### src/rtl/map_writer.sv
// Write-side master for the voxel map RAM: fills the map with flat terrain
// after reset or on request, then applies single-block edits.
module map_writer #(
    parameter int unsigned AXIS_W     = 5,
    parameter int unsigned ID_W       = 5,
    parameter int unsigned GROUND_H   = 8,
    parameter int unsigned STONE_ID   = 3,
    parameter int unsigned DIRT_ID    = 2,
    parameter int unsigned GRASS_ID   = 1,
    parameter int unsigned AIR_ID     = 0,
    parameter int unsigned PROTECT_Z0 = 1
) (
    input  logic                  clk,
    input  logic                  rst,
    input  logic                  init_start,
    output logic                  init_busy,
    output logic                  init_done,
    input  logic                  edit_valid,
    output logic                  edit_ready,
    input  logic [AXIS_W-1:0]     edit_x,
    input  logic [AXIS_W-1:0]     edit_y,
    input  logic [AXIS_W-1:0]     edit_z,
    input  logic [ID_W-1:0]       edit_id,
    output logic                  edit_err,
    output logic [3*AXIS_W-1:0]   write_addr,
    output logic [ID_W-1:0]       write_data,
    output logic                  write_en
);

    localparam int unsigned ADDR_W = 3 * AXIS_W;
    localparam int unsigned CNT_W  = ADDR_W + 1;

    typedef enum logic [1:0] {
        S_IDLE = 2'd0,
        S_FILL = 2'd1,
        S_DONE = 2'd2
    } state_t;

    state_t              state_q;
    logic [CNT_W-1:0]    cnt_q;
    logic                auto_init_q;
    logic                write_en_q;
    logic [ADDR_W-1:0]   write_addr_q;
    logic [ID_W-1:0]     write_data_q;
    logic                init_busy_q;
    logic                init_done_q;
    logic                edit_err_q;
    logic                edit_fire;
    logic                edit_refused;

    // Flat terrain: stone, two layers of dirt, one of grass, air above.
    function automatic logic [ID_W-1:0] terrain_id(input logic [AXIS_W-1:0] z);
        if (z < AXIS_W'(GROUND_H - 3))      return ID_W'(STONE_ID);
        else if (z < AXIS_W'(GROUND_H - 1)) return ID_W'(DIRT_ID);
        else if (z == AXIS_W'(GROUND_H - 1)) return ID_W'(GRASS_ID);
        else                                 return ID_W'(AIR_ID);
    endfunction

    assign edit_ready   = (state_q == S_IDLE) & ~init_start & ~auto_init_q;
    assign edit_fire    = edit_valid & edit_ready;
    assign edit_refused = (PROTECT_Z0 != 0) && (edit_z == '0);

    // The first fill write is issued on the IDLE->FILL transition so that the
    // FILL state spans exactly the write cycles; cnt_q's top bit marks the end.
    always_ff @(posedge clk or posedge rst) begin
        if (rst) begin
            state_q      <= S_IDLE;
            cnt_q        <= '0;
            auto_init_q  <= 1'b1;
            write_en_q   <= 1'b0;
            write_addr_q <= '0;
            write_data_q <= '0;
            init_busy_q  <= 1'b0;
            init_done_q  <= 1'b0;
            edit_err_q   <= 1'b0;
        end else begin
            write_en_q  <= 1'b0;
            init_done_q <= 1'b0;
            edit_err_q  <= 1'b0;
            case (state_q)
                S_IDLE: begin
                    if (init_start || auto_init_q) begin
                        state_q      <= S_FILL;
                        auto_init_q  <= 1'b0;
                        write_en_q   <= 1'b1;
                        write_addr_q <= '0;
                        write_data_q <= terrain_id('0);
                        init_busy_q  <= 1'b1;
                        cnt_q        <= CNT_W'(1);
                    end else if (edit_fire) begin
                        if (edit_refused) begin
                            edit_err_q <= 1'b1;
                        end else begin
                            write_en_q   <= 1'b1;
                            write_addr_q <= {edit_z, edit_y, edit_x};
                            write_data_q <= edit_id;
                        end
                    end
                end
                S_FILL: begin
                    if (cnt_q[ADDR_W]) begin
                        state_q     <= S_DONE;
                        init_busy_q <= 1'b0;
                        init_done_q <= 1'b1;
                    end else begin
                        write_en_q   <= 1'b1;
                        write_addr_q <= cnt_q[ADDR_W-1:0];
                        write_data_q <= terrain_id(cnt_q[ADDR_W-1:2*AXIS_W]);
                        cnt_q        <= cnt_q + CNT_W'(1);
                    end
                end
                S_DONE: begin
                    state_q <= S_IDLE;
                end
                default: begin
                    state_q     <= S_IDLE;
                    init_busy_q <= 1'b0;
                end
            endcase
        end
    end

    assign write_en   = write_en_q;
    assign write_addr = write_addr_q;
    assign write_data = write_data_q;
    assign init_busy  = init_busy_q;
    assign init_done  = init_done_q;
    assign edit_err   = edit_err_q;

endmodule

### config.mk
export PLATFORM = sky130hd
export DESIGN_NAME = map_writer
export DESIGN_NICKNAME = d
export VERILOG_FILES = /design/src/rtl/map_writer.sv
export SDC_FILE = /design/constraint.sdc
export NUM_CORES = 1
export LEC_CHECK = 0
export CELL_PAD_IN_SITES_DETAIL_PLACEMENT = 1
export CELL_PAD_IN_SITES_GLOBAL_PLACEMENT = 1
export CORE_ASPECT_RATIO = 0.9
export CORE_MARGIN = 4
export CORE_UTILIZATION = 42
export CTS_BUF_LIST = sky130_fd_sc_hd__clkbuf_16
export DETAILED_ROUTE_END_ITERATION = 16
export PLACE_DENSITY_LB_ADDON = 0.2
export SYNTH_ARGS = -nofsm -noshare
export SYNTH_HDL_FRONTEND = slang
export SYNTH_SLANG_ARGS = --single-unit
### constraint.sdc
create_clock -name clk -period 3.35 [get_ports clk]
set_input_delay 0.67 -clock clk [delete_from_list [all_inputs] [get_ports clk]]
set_output_delay 0.67 -clock clk [all_outputs]
set_load 0.02 [all_outputs]
# ---- Word level (Yosys, flattened, before mapping)
# Cells that the tools add are included.
dict set report classes {
  addsub 1
  order_cmp 2
  eq_ne 8
  n_mux 33
  bitwise 6
  n_reduce_logical 10
}
# cell n
set op_table {}
lappend op_table {{15-bit 2-to-1 mux} 4}
lappend op_table {{16-bit 2-to-1 mux} 2}
lappend op_table {{16-bit one-hot mux with 2 select lines} 1}
lappend op_table {{15-bit one-hot mux with 2 select lines} 1}
lappend op_table {{5-bit 2-to-1 mux} 4}
lappend op_table {{16-bit by 1-bit adder with 16-bit output, second input constant} 1}
lappend op_table {{1-bit 2-to-1 mux} 13}
lappend op_table {{5-bit by 3-bit less-than comparator with 1-bit output, second input constant} 2}
lappend op_table {{5-bit one-hot mux with 2 select lines} 1}
lappend op_table {{2-bit 2-to-1 mux} 4}
lappend op_table {{3-bit by 2-bit != test with 1-bit output, second input constant} 2}
lappend op_table {{2-bit AND reduction} 3}
lappend op_table {{3-bit AND reduction} 2}
lappend op_table {{5-bit by 3-bit equality test with 1-bit output, second input constant} 1}
lappend op_table {{5-bit logical NOT} 1}
lappend op_table {{2-bit != test, second input constant} 2}
lappend op_table {{2-bit one-hot mux with 2 select lines} 1}
lappend op_table {{4-bit AND reduction} 1}
lappend op_table {{1-bit bitwise AND} 3}
lappend op_table {{1-bit inverter} 3}
lappend op_table {{1-bit one-hot mux with 3 select lines} 1}
lappend op_table {{2-bit by 1-bit equality test with 1-bit output, second input constant} 1}
lappend op_table {{2-bit equality test, second input constant} 1}
lappend op_table {{2-bit logical NOT} 1}
lappend op_table {{other kinds (4)} 4}
dict set report totals {
  ff_bits 43
  in_bits 24
  output_inout_bits 25
  word_cells 70
}

# ---- Logic depth before layout (Yosys ltp)
dict set report logic_depth {
  depth_word 7
  ltp_mapped 6
  depth_no_buf 4
}

# ---- Worst setup path after synthesis
# Ideal clock, no wire load.
dict set report synth_path {
  path_type {input port to output port}
  start {in init_start}
  end {out edit_ready}
  arrival_ps 1512
  required_time_ps 2680
  slack_ps 1168
  path_stages 3
  path_buffers 1
  path_cell_list {or2_1 -> clkbuf_1 -> nor3_1}
}
dict set report synth_via {
  elab_chain_len 3
}
# item line
set synth_rtl {}
lappend synth_rtl {{from (decl)} 15} ;# input logic init_start,
lappend synth_rtl {{1-bit inverter} 59} ;# assign edit_ready = (state_q == S_IDLE) & ~init_start & ~auto_init_q;
lappend synth_rtl {{1-bit bitwise AND (2 in series)} 59}
lappend synth_rtl {{to (decl)} 19} ;# output logic edit_ready,
# Every way passes these cells.

# ---- Worst setup path in the final report
# Same ends and word-level chain as after synthesis.

==> metrics <==
outcome=finished, final reports clean; gr busiest metal=met2; Max Slew Vio Count=0; initial cell density of the core=between 40% and 50%; Die H=between 70 and 80 um; 1st-iter DRT viols=53; combinational power share=33.5%; largest net degree at the start of global routing=44; Vias=1728; Finished Cell Area=2830 um2; Crit Path Max Fanout=5; WL final=5980 um; Placement Setup Slack=0.291 ns; CP endpoint kind=output pin; Routed WL per cell=around 20 um; Synth Warn #=0; # nets final=~270; Synth Instances=about 190; Hold Buf Count CTS=0; TritonCTS Buffers=5; post-place instance area=2700 um2; Yosys reg bits=43; Max-slew headroom=a little over three fifths; final non-filler cell total=just over 300; CTS H-tree depth=2; top_reg_cell synth=dfrtp_1; WS Path Type=in -> out; Detailed Routing Iterations Pass 1=4; Setup WS post-layout=0.276 ns; vias in the first global route=1868; ys async rst share=100%; fmax=325 MHz; # resized after CTS=0; layout cells sized above 1=15.4%; initial antenna violation count=0; worst hold slack=0.508 ns; Switching Power=0.571 mW; final hold vios=0; Worst Setup Start Kind=input port; max cap viols=0; Final min period=3.07 ns; RSZ-0062 raised after global routing=false; # rows=24; GPL Wtd Cong=0.744; arrival time of the worst setup path=2.40 ns; GRT Residual Overflow=0; clock skew=approximately 0.0038 ns; placed insts=300; register share of total power=41.0%; IO Count=49; Sw Share=between 30 and 40%; DP Wirelength=4270 um; Final setup viols=0; fillcell total=530; post-synthesis sequential area ratio=49.5%; Hold Crit Class=reg -> reg; power density cells=621 nW/um2; CTS tree=done; syn_area_per_cell=between 10 and 15 um2; Synth Cell Area=2180 um2; Detail Route Antenna Nets=0; Max VDD drop=~0.29 mV; Synth-to-Final Area Change=30.0%; postcts setup bufs=0; number of flops mapped to enable cells by yosys=0; Tcrit/Tclk final=about 92%; Syn Nets=217; Slew @ Worst Pin=~0.56 ns; Static Leak=1.28 nW; Worst-path clk slew=0.06 ns; Max clock buf depth=2; Clock Power Share=roughly a quarter; core area=between 4000 and 5000 um2; Cell variety after synth=44; Tot GR Track Use=about 20%; met3 Use GR=under 10%; end-of-flow core utilization=57.5%; antenna diode count=0; Pint=1.19 mW; DR vias/cell=5.65; PnR Total Power=between 1.5 and 2 mW; die width=83.9 um; met2 Use GR=32.3%; Clock Latency Late Sink=about 0.28 ns; port bufs=between 40 and 50; setup_tns=0 ns; root buf cell=clkbuf_16; first-pass GRT wire length=around 10000 um; CTS sink cnt=43; WP data required=2.68 ns; met1 usage=26.0%; DRC viols=0; Die ar.=6400 um2
cells by family after synthesis:
family          count (synthesis)  synth area share, %
flops                          43                 49.5
simple gates                   61                 16.0
mux                            20                 12.7
xor+xnor                        4                 1.61
compound gates                 45                 14.9
buf+inv                        18                 4.77
fa+ha+maj                       1                0.574
power groups by stage:
stage                     combinational [mW]  sequential (mW)  clock, mW
final                                  0.590            0.721      0.448
after global routing                   0.638            0.739      0.480
after CTS                              0.596            0.720      0.455
after detailed placement               0.593            0.728          0
after global placement                 0.573            0.717          0
after floorplan                        0.316            0.762          0
layer usage:
layer | wire [um] | vias to the layer above
met3 | 207 | 15
met2 | 2910 | 48
met5 | 0 | -
li1 | - | 792
met4 | 136 | 0
met1 | 2720 | 873
Yosys cell counts (all sizes together), types with 3 or more instances:
master | number | area (um2)
or3 | 6 | 42.5
a22o | 15 | 133
a21oi | 10 | 61.3
clkbuf | 3 | 11.3
mux2i | 4 | 40.0
nor3 | 5 | 25.0
nand4 | 3 | 40.0
nor2 | 11 | 46.3
o21ai | 12 | 63.8
buf | 7 | 62.6
xor2 | 3 | 26.3
mux2 | 16 | 236
o31ai | 3 | 22.5
inv | 8 | 30.0
or4 | 4 | 30.0
and2 | 3 | 18.8
dfrtp | 42 | 1050
nand3 | 6 | 30.0
and3 | 3 | 20.0
nand2 | 14 | 52.6
sequential cells by signal (all words and copies together), names as in the netlist:
signal / count
write_en: 1
cnt_q: 16
init_busy: 1
auto_init_q: 1
state_q: 2
write_addr: 15
init_done: 1
edit_err: 1
write_data: 5
area by class of cell:
type	instances	area, um2	area share, %
well taps	65	81.3	2.87
clock buffers	5	125	4.42
repair buffers	53	518	18.3
multi-input cells	131	997	35.2
inverters	8	30.0	1.06
clock inverters	1	3.75	0.133
flip-flops and latches	43	1080	38.0
final timing paths:
kind,slack [ns],start,end,cells after the start
setup reg to reg,1.38,state_q[0],write_addr[6],5
max in group asynchronous,2.12,rst,auto_init_q,3
min in group asynchronous,0.86,rst,write_addr[14],3
setup / recovery,0.28,init_start,edit_ready,4
hold / removal,0.51,auto_init_q,auto_init_q,1
hold reg to reg,0.51,auto_init_q,auto_init_q,1
critical path, stage by stage:
cell,delay [ns]
clkdlybuf4s50_1,0.44
or2_1,0.33
nor3_1,0.29
clkdlybuf4s50_1,0.67
cells in the final DEF (no fill, tap or decap), drive strengths merged:
cell type / count
clkdlybuf4s50: 48
and2: 3
nand2: 14
nand3: 6
a21oi: 10
xor2: 3
nor2: 11
o31ai: 3
mux2: 16
o32ai: 1
nand2b: 1
nor3b: 1
a22o: 15
clkbuf: 5
and4: 1
xnor2: 1
a41oi: 1
mux2i: 4
nand4: 3
o21ai: 12
and3: 3
nor3: 5
or4: 4
a22oi: 1
dfrtp: 42
dfstp: 1
or2: 1
a211o: 1
nor2b: 2
ha: 1
a311o: 1
inv: 9
buf: 5
or3: 6
Power figures use the tool's default switching activity.
